$ cat config.mk
export PLATFORM = sky130hd
export DESIGN_NAME = way_allocator
export DESIGN_NICKNAME = d
export VERILOG_FILES = /design/src/rtl/way_allocator.sv
export SDC_FILE = /design/constraint.sdc
export NUM_CORES = 1
export LEC_CHECK = 0
export CORE_ASPECT_RATIO = 1.4
export CORE_MARGIN = 8
export CORE_UTILIZATION = 55
export CTS_BUF_LIST = sky130_fd_sc_hd__clkbuf_8
export DETAILED_ROUTE_END_ITERATION = 8
export PLACE_DENSITY = 0.74
export SKIP_LAST_GASP = 1
export SYNTH_ARGS = -nofsm -noshare
export SYNTH_HDL_FRONTEND = slang
export SYNTH_SLANG_ARGS = --single-unit
$ cat constraint.sdc
create_clock -name clock -period 6.55 [get_ports clock]
set_input_delay 0.9825 -clock clock [delete_from_list [all_inputs] [get_ports clock]]
set_output_delay 0.9825 -clock clock [all_outputs]
set_load 0.01 [all_outputs]
$ cat src/rtl/way_allocator.sv
// Per-set way allocator: picks the lowest empty way of a set, or a
// round-robin victim when the set is full. It also supports per-way
// invalidation and a whole-array flush that clears one set per cycle.
module way_allocator #(
    parameter int NUM_WAYS   = 8,
    parameter int INDEX_BITS = 4,
    parameter int WAY_BITS   = $clog2(NUM_WAYS)
) (
    input  logic                  clock,
    input  logic                  reset,
    input  logic                  req_valid,
    input  logic [INDEX_BITS-1:0] req_index,
    output logic                  req_ready,
    output logic                  resp_valid,
    input  logic                  resp_ready,
    output logic [NUM_WAYS-1:0]   resp_way,
    output logic                  resp_evict,
    output logic [WAY_BITS:0]     resp_count,
    input  logic                  inv_valid,
    input  logic [INDEX_BITS-1:0] inv_index,
    input  logic [NUM_WAYS-1:0]   inv_mask,
    input  logic                  flush_req,
    output logic                  flush_busy,
    output logic                  flush_done
);
    localparam int NUM_SETS = 2**INDEX_BITS;

    typedef enum logic [1:0] {IDLE, RESP, FLUSH} state_t;
    state_t state;

    logic [NUM_SETS-1:0][NUM_WAYS-1:0] valid_q, valid_d;
    logic [NUM_SETS-1:0][WAY_BITS-1:0] rr_q, rr_d;
    logic [INDEX_BITS-1:0]             flush_cnt;

    logic                accept;
    logic [NUM_WAYS-1:0] sel_valid, free_way, rr_way, alloc_way, new_sel;
    logic                sel_full;
    logic [WAY_BITS:0]   new_count;

    assign req_ready = (state == IDLE) && !flush_req;
    assign accept    = req_ready && req_valid;

    // Victim/empty-way selection from the pre-update state of the addressed set
    always_comb begin
        sel_valid = valid_q[req_index];
        sel_full  = &sel_valid;
        free_way  = '0;
        for (int i = NUM_WAYS-1; i >= 0; i--) begin
            if (!sel_valid[i]) begin
                free_way    = '0;
                free_way[i] = 1'b1;
            end
        end
        rr_way = '0;
        rr_way[rr_q[req_index]] = 1'b1;
        alloc_way = sel_full ? rr_way : free_way;
        // A same-set invalidate lands first, so the allocation wins on overlap
        new_sel = sel_valid;
        if (inv_valid && state != FLUSH && inv_index == req_index)
            new_sel = new_sel & ~inv_mask;
        new_sel = new_sel | alloc_way;
        new_count = '0;
        for (int i = 0; i < NUM_WAYS; i++)
            new_count = new_count + (WAY_BITS+1)'(new_sel[i]);
    end

    // Next-state occupancy and pointers: flush clear, invalidate, then allocate
    always_comb begin
        valid_d = valid_q;
        rr_d    = rr_q;
        for (int s = 0; s < NUM_SETS; s++) begin
            if (state == FLUSH) begin
                if (flush_cnt == INDEX_BITS'(s)) begin
                    valid_d[s] = '0;
                    rr_d[s]    = '0;
                end
            end else begin
                if (inv_valid && inv_index == INDEX_BITS'(s))
                    valid_d[s] = valid_d[s] & ~inv_mask;
                if (accept && req_index == INDEX_BITS'(s)) begin
                    valid_d[s] = valid_d[s] | alloc_way;
                    if (sel_full)
                        rr_d[s] = rr_q[s] + 1'b1;
                end
            end
        end
    end

    // Control FSM with registered response/flush outputs and set-state storage
    always_ff @(posedge clock or negedge reset) begin
        if (!reset) begin
            state      <= IDLE;
            valid_q    <= '0;
            rr_q       <= '0;
            flush_cnt  <= '0;
            resp_valid <= 1'b0;
            resp_way   <= '0;
            resp_evict <= 1'b0;
            resp_count <= '0;
            flush_busy <= 1'b0;
            flush_done <= 1'b0;
        end else begin
            valid_q    <= valid_d;
            rr_q       <= rr_d;
            flush_done <= 1'b0;
            case (state)
                IDLE: begin
                    if (flush_req) begin
                        state      <= FLUSH;
                        flush_cnt  <= '0;
                        flush_busy <= 1'b1;
                    end else if (req_valid) begin
                        state      <= RESP;
                        resp_valid <= 1'b1;
                        resp_way   <= alloc_way;
                        resp_evict <= sel_full;
                        resp_count <= new_count;
                    end
                end
                RESP: begin
                    if (resp_ready) begin
                        state      <= IDLE;
                        resp_valid <= 1'b0;
                    end
                end
                FLUSH: begin
                    if (flush_cnt == INDEX_BITS'(NUM_SETS-1)) begin
                        state      <= IDLE;
                        flush_busy <= 1'b0;
                        flush_done <= 1'b1;
                    end else begin
                        flush_cnt <= flush_cnt + 1'b1;
                    end
                end
                default: state <= IDLE;
            endcase
        end
    end
endmodule

==> parameters.txt, run 1 <==
Parameter                              Value

CTS
  Post-CTS setup buffer count    0
  Clock transition at the registers of the reported paths    ~0.10 ns
  CTS root buf    sky130_fd_sc_hd__clkbuf_8
  Cts bufs inserted    17
  Hold buffer count at CTS    0
  Number of sinks driven by the clock tree    between 150 and 200
  CTS tree    done
  Post_cts resized    0
  Max H-tree Level    4
  Latest clock arrival within the worst-skew pair    0.50 ns
  CTS max path bufs    2

Critical path
  Most common cell on crit path    sky130_fd_sc_hd__fa_1
  Cell chain of the critical path    buf_4, buf_4, mux4_2, a22oi_1, nand2_2, and4b_1, a31oi_4, nand3_1, fa_1, fa_1, inv_1, fa_1, inv_1, ha_1, inv_1, fa_1, xor2_1, o21ai_0
  Delay contributed by the slowest stage of the critical path    0.55 ns
  Family with the most delay on the worst path    adder cells
  Critical path peak fanout    32
  Cell with the biggest individual delay on the critical path    sky130_fd_sc_hd__fa_1
  Crit path buffers/inverters    5
  Crit path arrival time    about 6.0 ns
  Beginning of the critical path    req_index[0]
  Critical path required time    6.96 ns
  Critical path endpoint category    flip-flop
  Worst reg2reg path startpoint    valid_q[79]
  Kind of critical path    in -> reg
  Sort of element at the start of the critical path    primary input

Drt
  Routed WL    between 30000 and 40000 um
  Via total after detailed routing    roughly 9400
  Post-detailed-route wirelength per cell    28.7 um
  Routed Antenna Nets    0
  WL met2    around 18000 um
  Drt drc    0
  First-pass iteration count of the detailed router    5
  Met1 WL    between 10000 and 15000 um
  Via density per instance    around 7.4
  Count of routing violations after the opening detailed-route iteration    1343
  Top metal layer carrying routed signals    met4
  Routed length on met3    3190 um

Synthesis
  Post-synth EDFFs    0
  Ys flop type    sky130_fd_sc_hd__dfrtp_1
  Sequential-to-total area share from yosys stat    between 40% and 50%
  Post-synthesis register bit count    about 200
  Number of nets produced by synthesis    roughly 1100
  Yosys synthesis warning count    0
  Average size of a mapped cell    10.7 sq um
  Distinct cells, synth    between 50 and 60
  Async SR Flop Fraction    100%
  Number of instances in the synthesized netlist    ~1000
  Synthesized area    11100 sq um

Die
  Standard-cell rows    slightly above 60
  Die H    between 150 and 200 um
  X dimension of the die    136 um
  Die Footprint    25000 sq um
  Starting density of the core    55.8%
  Core Footprint    19800 sq um
  Boundary pin count    39

Status
  Outcome    finished, final reports clean

Power and ir drop
  PD cells    between 200 and 300 nW/um^2
  Fraction of power consumed by the clock network    between 20% and 30%
  Portion of total power attributed to sequential cells    approximately 45%
  IR Drop Worst-Case VDD    ~0.26 mV
  Proportion of total power due to net switching    between 30% and 40%
  Internal Dissipation    approximately 1900 uW
  Psw    1090 uW
  Leakage    0.00481 uW
  Combinational group share of total power    between 20% and 30%
  Total power after layout    just under 3000 uW

Finish
  Most frequent standard cell in the layout excluding fill and tap cells    sky130_fd_sc_hd__dfrtp_1
  Combined flip-flop and latch cell area    4950 sq um
  # diodes    0
  Multi-input gate area    about 5600 sq um
  Net count of the finished layout    between 1000 and 1500
  Highest-count cells in the layout ignoring fill and taps    sky130_fd_sc_hd__dfrtp_1 (198), sky130_fd_sc_hd__o211ai_1 (112), sky130_fd_sc_hd__nand2_1 (89)
  Number of filler cells placed in the layout    between 1500 and 2000
  Non-filler instance count after layout    between 1000 and 1500
  Synth-to-layout area growth    7.21%
  Layout cells sized above 1    12.9%

Timing
  Endpoints failing hold    0
  Timing-limited maximum frequency    roughly 180 MHz
  Tmin final    roughly 5.6 ns
  Fraction of the cycle the final worst path needs    a little under nine tenths
  Clock Skews    ~0.022 ns
  Transition time at the pin with the least slew margin    ~1.2 ns
  Final setup violation count    0
  Summed negative setup slack over all endpoints    0 ns
  RSZ-0062 raised after global routing    no
  Max-slew violation count    0
  Normalized max-slew margin    around 22%

Job
  Maximum capacitance violations    0

Global routing
  First-pass GRT wire length    around 57000 um
  Total global routing track utilization    between 30% and 40%
  Grt total ovfl    0
  Vias in the first global route    around 9400
  Initial antenna violation count    0
  Largest net degree at the start of global routing    84

Place
  Placed Cells incl. Taps    1239
  HPWL after DPL    24500 um
  Count of port buffers added during placement    38
  Placer congestion estimate    about 0.99

Min path
  Path type of the worst min-delay path    in -> async
## worst register-to-register path, delay by kind of cell, from the launching register on
| kind | cells | cell delay [ns] |
|---|---|---|
| AO/OA/AOI/OAI | 3 | 0.59 |
| flip-flops | 1 | 0.45 |
| multiplexers | 1 | 0.46 |
| AND/OR/NAND/NOR | 3 | 0.76 |
| adder cells (fa/ha/maj) | 5 | 2.10 |
| buffers and inverters | 3 | 0.18 |
| XOR/XNOR | 1 | 0.16 |
## Yosys cell counts (2+ instances only)
| cell type | instances | area share (%) |
|---|---|---|
| sky130_fd_sc_hd__nor3b_1 | 2 | 0.14 |
| sky130_fd_sc_hd__o22a_1 | 2 | 0.16 |
| sky130_fd_sc_hd__buf_2 | 19 | 0.86 |
| sky130_fd_sc_hd__nor3_1 | 3 | 0.14 |
| sky130_fd_sc_hd__o21ai_1 | 51 | 2.3 |
| sky130_fd_sc_hd__buf_4 | 4 | 0.27 |
| sky130_fd_sc_hd__nand4_1 | 8 | 0.45 |
| sky130_fd_sc_hd__nor2b_1 | 10 | 0.56 |
| sky130_fd_sc_hd__nor4_1 | 2 | 0.11 |
| sky130_fd_sc_hd__dfrtp_1 | 198 | 45 |
| sky130_fd_sc_hd__ha_1 | 23 | 2.6 |
| sky130_fd_sc_hd__mux4_2 | 47 | 9.6 |
| sky130_fd_sc_hd__a22oi_1 | 8 | 0.54 |
| sky130_fd_sc_hd__nand2b_1 | 19 | 1.1 |
| sky130_fd_sc_hd__nand3_1 | 47 | 2.1 |
| sky130_fd_sc_hd__o31ai_2 | 9 | 1.0 |
| sky130_fd_sc_hd__a21oi_1 | 21 | 0.95 |
| sky130_fd_sc_hd__nand2_2 | 4 | 0.23 |
| sky130_fd_sc_hd__a31oi_4 | 5 | 0.96 |
| sky130_fd_sc_hd__xor2_1 | 4 | 0.32 |
| sky130_fd_sc_hd__and3_1 | 6 | 0.34 |
| sky130_fd_sc_hd__fa_1 | 4 | 0.72 |
| sky130_fd_sc_hd__o31ai_1 | 73 | 4.9 |
| sky130_fd_sc_hd__inv_1 | 10 | 0.34 |
| sky130_fd_sc_hd__nand2_1 | 89 | 3.0 |
| sky130_fd_sc_hd__o211ai_1 | 112 | 7.6 |
| sky130_fd_sc_hd__o21ai_0 | 71 | 3.2 |
| sky130_fd_sc_hd__and4_1 | 4 | 0.32 |
| sky130_fd_sc_hd__buf_6 | 6 | 0.61 |
| sky130_fd_sc_hd__and2_1 | 7 | 0.40 |
| sky130_fd_sc_hd__clkbuf_1 | 74 | 2.5 |
| sky130_fd_sc_hd__buf_1 | 2 | 0.068 |
| sky130_fd_sc_hd__nor3_2 | 2 | 0.18 |
| sky130_fd_sc_hd__nor2_1 | 15 | 0.51 |
| sky130_fd_sc_hd__o2111ai_2 | 2 | 0.27 |
| sky130_fd_sc_hd__o311ai_0 | 48 | 3.8 |
| sky130_fd_sc_hd__a22o_1 | 7 | 0.55 |
## layout make-up
type | count | area share, %
tap | 252 | 2.66
clock inverter | 14 | 1.44
sequential | 198 | 41.7
multi-input combinational | 717 | 46.9
inverter | 11 | 0.348
timing repair buffer | 61 | 4.84
clock buffer | 18 | 2.09
## routing by layer
layer | vias to the layer above | global-route usage, %
met4 | 0 | 17.7
met1 | 4719 | 37.9
met3 | 151 | 6.84
met2 | 586 | 46.7
li1 | 3958 | -
met5 | - | 0
## worst paths after layout
path,to,slack [ns],cells past startpoint
worst min-delay path,valid_q[24],0.48,1
worst min register to register,resp_count[3],0.48,2
worst max-delay path,resp_count[2],0.94,18
min in group clock,resp_count[3],0.48,2
max in group asynchronous,valid_q[86],4.77,2
worst max register to register,resp_count[2],1.76,16
## kinds of logic (layout without fill, tap and decap cells)
kind of cell | Yosys count | after routing | synth area share, %
XOR/XNOR | 5 | 5 | 0.395
multiplexers | 48 | 48 | 9.66
AND/OR/NAND/NOR | 223 | 223 | 10.2
buffers and inverters | 118 | 104 | 5.00
adder cells (fa/ha/maj) | 27 | 27 | 3.32
AO/OA/AOI/OAI | 414 | 414 | 26.7
flip-flops | 198 | 198 | 44.7
## power groups by stage
stage / clock network (uW) / registers (uW) / logic [uW]
2_1_floorplan: 0 / 1340 / 456
3_3_place_gp: 0 / 1350 / 751
3_5_place_dp: 0 / 1360 / 758
4_1_cts: 855 / 1330 / 761
5_1_grt: 901 / 1340 / 832
6_report: 851 / 1330 / 787
## metrics by stage
stage               worst slack [ns]  instance area [sq um]  hold slack (ns)  util [%]
detailed placement             0.452                  11500            0.460      57.7
global route                   0.649                  11900            0.512      59.8
finish                         0.938                  11900            0.475      59.8
CTS                            0.964                  11900            0.484      59.8
floorplan                      0.960                  11100            0.463         -
global placement               0.499                  11500            0.460      57.7
## registers in the layout, summed over array words and instances (netlist names)
| signal | flops |
|---|---|
| flush_busy | 1 |
| flush_cnt | 4 |
| flush_done | 1 |
| resp_count | 4 |
| resp_evict | 1 |
| resp_valid | 1 |
| resp_way | 8 |
| rr_q | 48 |
| state | 2 |
| valid_q | 128 |
(Power assumes the default switching activity.)
==> run 2, diff against run 1 <==
- ABC_AREA: default -> 1
==> run 2 against run 1 <==
Critical path type unchanged. Sequential power rose by 8%. Final area rose by 10%. Synthesized area rose by 10%. Critical endpoint unchanged. Register-to-register slack improved by 0.07 ns. Utilization rose by 0.082 points. First-iteration DRC count rose by 7.4%. Sequential share of layout area fell by 3.9 points. Largest cell class unchanged. Worst hold slack improved by 0.013 ns. Die area rose by 9.1%.
==> parameters.txt, run 2 <==
Parameter                              Value

Status
  Outcome    finished, final reports clean

Power and ir drop
  IR Drop Worst-Case VDD    0.150 mV (-43%)
  Leakage    0.00701 uW (+46%)
  Internal Dissipation    1890 uW (+0.41%)
  Combinational group share of total power    28.9% (+2.4 points)
  Total power after layout    3220 uW (+8.5%)
  Psw    1340 uW (+22%)
  Portion of total power attributed to sequential cells    44.7% (-0.2 points)
  PD cells    246 nW/um^2 (-1.7%)
  Proportion of total power due to net switching    41.5% (+4.7 points)
  Fraction of power consumed by the clock network    26.4% (-2.2 points)

Timing
  Normalized max-slew margin    29.0% (+6.5 points)
  Fraction of the cycle the final worst path needs    88.6% (+2.9 points)
  Timing-limited maximum frequency    172 MHz (-3.3%)
  Transition time at the pin with the least slew margin    1.06 ns (-0.0923 ns)
  Tmin final    5.80 ns (+0.191 ns)
  Summed negative setup slack over all endpoints    0 ns (unchanged)
  Clock Skews    0.0190 ns (-0.00251 ns)
  Endpoints failing hold    0 (unchanged)
  Final setup violation count    0 (unchanged)
  Max-slew violation count    0 (unchanged)
  RSZ-0062 raised after global routing    no

Synthesis
  Post-synthesis register bit count    198 (unchanged)
  Most frequent cell after synthesis    sky130_fd_sc_hd__nand2_1
  Number of instances in the synthesized netlist    1703 (+65%)
  Yosys synthesis warning count    0 (unchanged)
  Area contributors post-synth    sky130_fd_sc_hd__dfrtp_1 (41%), sky130_fd_sc_hd__nand2_1 (24%), sky130_fd_sc_hd__nand3_1 (8.1%)
  Average size of a mapped cell    7.17 sq um (-33%)
  Sequential-to-total area share from yosys stat    40.6% (-4.1 points)
  Area share of the largest cell type after synthesis    40.6% (-4.1 points)
  Distinct cells, synth    38 (-27%)
  Async SR Flop Fraction    100% (unchanged)
  Ranking of synthesized cells by instance count    sky130_fd_sc_hd__nand2_1 (784), sky130_fd_sc_hd__dfrtp_1 (198), sky130_fd_sc_hd__nand3_1 (198), sky130_fd_sc_hd__o211ai_1 (111), sky130_fd_sc_hd__nor2_1 (99)
  Number of nets produced by synthesis    1752 (+62%)
  Post-synth EDFFs    0 (unchanged)
  Ys flop type    sky130_fd_sc_hd__dfrtp_1
  Synthesized area    12200 sq um (+10%)
  Cell taking the most area after synthesis    sky130_fd_sc_hd__dfrtp_1

Finish
  Net count of the finished layout    1756 (+66%)
  Number of flip-flops under the largest register name    128 (unchanged)
  Number of filler cells placed in the layout    2095 (+26%)
  Most frequent standard cell in the layout excluding fill and tap cells    sky130_fd_sc_hd__nand2_1
  Non-filler instance count after layout    2017 (+59%)
  Multi-input gate area    6470 sq um (+16%)
  Highest-count cells in the layout ignoring fill and taps    sky130_fd_sc_hd__nand2_1 (784), sky130_fd_sc_hd__nand3_1 (198), sky130_fd_sc_hd__dfrtp_1 (198)
  # diodes    0 (unchanged)
  Combined flip-flop and latch cell area    4950 sq um (unchanged)
  Register ranked first by flip-flop count    valid_q
  Synth-to-layout area growth    7.33%
  Cell area after layout    13100 sq um (+10%)
  Layout cells sized above 1    6.16% (-6.7 points)
  Biggest registers after layout    valid_q x128, rr_q x48, resp_way x8

Drt
  Count of routing violations after the opening detailed-route iteration    1442 (+7.4%)
  Via total after detailed routing    12600 (+34%)
  First-pass iteration count of the detailed router    6 (+1)
  Post-detailed-route wirelength per cell    22.6 um (-21%)
  Met1 WL    17000 um (+25%)
  Via density per instance    6.24 (-16%)
  WL met2    21200 um (+21%)
  Drt drc    0 (unchanged)
  Routed Antenna Nets    0 (unchanged)
  Routed WL    45500 um (+25%)
  Top metal layer carrying routed signals    met4
  Routed length on met3    4260 um (+33%)

Critical path
  Family with the most delay on the worst path    adder cells
  Delay contributed by the slowest stage of the critical path    0.68 ns (+0.13 ns)
  Sort of element at the start of the critical path    primary input
  Crit path arrival time    6.23 ns (+0.21 ns)
  Critical path depth    24 (+6)
  Kind of critical path    in -> reg
  Crit path buffers/inverters    6 (+1)
  Critical path peak fanout    18 (-44%)
  Cell chain of the critical path    clkdlybuf4s50_1, inv_2, nor2_2, nand2_1, nand3_1, nand2_1, nand2_1, inv_1, nand2_1, nand2_1, nor2_4, nand3_4, nand2_1, nand2_1, fa_1, fa_1, inv_1, fa_1, inv_1, ha_1, inv_1, fa_1, xor2_1, o21ai_0
  Critical path required time    6.98 ns (+0.02 ns)
  R2r worst-path depth    21 (+5)
  Critical path endpoint category    flip-flop
  Cell with the biggest individual delay on the critical path    sky130_fd_sc_hd__clkdlybuf4s50_1
  Most common cell on crit path    sky130_fd_sc_hd__nand2_1

CTS
  Post_cts resized    0 (unchanged)
  CTS max path bufs    2 (unchanged)
  CTS tree    done
  Cts bufs inserted    17 (unchanged)
  Number of sinks driven by the clock tree    198 (unchanged)
  Max H-tree Level    4 (unchanged)
  Hold buffer count at CTS    0 (unchanged)
  Post-CTS setup buffer count    0 (unchanged)
  Clock transition at the registers of the reported paths    0.12 ns (+0.02 ns)
  Latest clock arrival within the worst-skew pair    0.51 ns (about the same)
  CTS root buf    sky130_fd_sc_hd__clkbuf_8

Global routing
  Initial antenna violation count    0 (unchanged)
  Grt total ovfl    0 (unchanged)
  Largest net degree at the start of global routing    86 (+2.4%)
  First-pass GRT wire length    70300 um (+24%)
  Total global routing track utilization    34.3% (+4.2 points)
  Vias in the first global route    12000 (+29%)

Die
  Core Footprint    21900 sq um (+10%)
  X dimension of the die    142 um (+4.4%)
  Boundary pin count    39 (unchanged)
  Standard-cell rows    64 (+4.9%)
  Die Footprint    27300 sq um (+9.1%)
  Starting density of the core    55.8% (about the same)
  Die H    192 um (+4.5%)

Min path
  Path type of the worst min-delay path    reg -> reg
  Number of instances on the worst hold path    2

Place
  Instance area after placement    12700 sq um (+11%)
  Placer congestion estimate    0.989 (+0.36%)
  Placed Cells incl. Taps    1985 (+60%)
  Count of port buffers added during placement    38 (unchanged)
  HPWL after DPL    30700 um (+25%)

Job
  Maximum capacitance violations    0 (unchanged)
==> run 2: worst reg2reg max path, cell delays in order, from the launching register on <==
cell,delay [ns]
sky130_fd_sc_hd__dfrtp_1,0.37
sky130_fd_sc_hd__inv_1,0.07
sky130_fd_sc_hd__o21ai_0,0.36
sky130_fd_sc_hd__nand2_1,0.09
sky130_fd_sc_hd__nand2_1,0.08
sky130_fd_sc_hd__nand2_1,0.06
sky130_fd_sc_hd__nand4_1,0.14
sky130_fd_sc_hd__nand2_1,0.10
sky130_fd_sc_hd__nor2_4,0.30
sky130_fd_sc_hd__nand3_4,0.31
sky130_fd_sc_hd__nand2_1,0.15
sky130_fd_sc_hd__nand2_1,0.07
sky130_fd_sc_hd__fa_1,0.48
sky130_fd_sc_hd__fa_1,0.55
sky130_fd_sc_hd__inv_1,0.06
sky130_fd_sc_hd__fa_1,0.47
sky130_fd_sc_hd__inv_1,0.07
sky130_fd_sc_hd__ha_1,0.17
sky130_fd_sc_hd__inv_1,0.05
sky130_fd_sc_hd__fa_1,0.37
sky130_fd_sc_hd__xor2_1,0.17
sky130_fd_sc_hd__o21ai_0,0.17
==> run 2: cell families after synthesis <==
logic type	after synthesis	share of synthesized area, %
AOI/OAI and AO/OA	154	8.97
xor gates and xnor gates	17	1.22
adders and majority gates	27	3.01
buffers and inverters	156	6.44
DFF	198	40.6
and+or+nand+nor	1151	39.8
==> run 2: routing by layer <==
layer  track usage (%)  vias up
li1                  -     5612
met1              41.5     5970
met2              54.7      817
met3              6.96      186
met4              22.9        0
met5                 0        -
==> run 2: area by class of cell <==
type / instances / share of cell area (%)
inverters: 72 / 2.10
multi-input cells: 1349 / 49.4
clock inverters: 14 / 1.27
well taps: 297 / 2.84
clock buffers: 18 / 1.89
repair buffers: 69 / 4.67
flip-flops and latches: 198 / 37.8
==> run 2: final timing paths <==
| kind | startpoint | end | slack [ns] |
|---|---|---|---|
| max reg2reg | valid_q[97] | resp_count[2] | 1.83 |
| min in group asynchronous | reset | valid_q[36] | 0.53 |
| max | req_index[1] | resp_count[2] | 0.75 |
| min | flush_busy | flush_busy | 0.49 |
| max in group asynchronous | reset | valid_q[105] | 4.74 |
| min reg2reg | flush_busy | flush_busy | 0.49 |
==> run 2: metrics by stage <==
step | hold slack (ns) | setup WS (ns) | util [%]
after floorplan | 0.475 | 1.40 | -
final | 0.488 | 0.747 | 59.9
after CTS | 0.492 | 0.796 | 59.9
after global routing | 0.511 | 0.357 | 59.9
after global placement | 0.453 | 0.429 | 58.0
after detailed placement | 0.467 | 0.331 | 58.0
==> run 2: power groups by stage <==
stage	Sequential (uW)	Combinational, uW	Clock (uW)
finish	1440	931	851
global route	1450	1000	899
CTS	1440	908	849
detailed placement	1460	905	0
global placement	1460	892	0
floorplan	1430	545	0
==> run 3, diff against run 2 <==
- SKIP_LAST_GASP: 1 -> default
==> results of run 3 <==
Same layout as run 2: the final DEF is identical, and so are final timing and power.
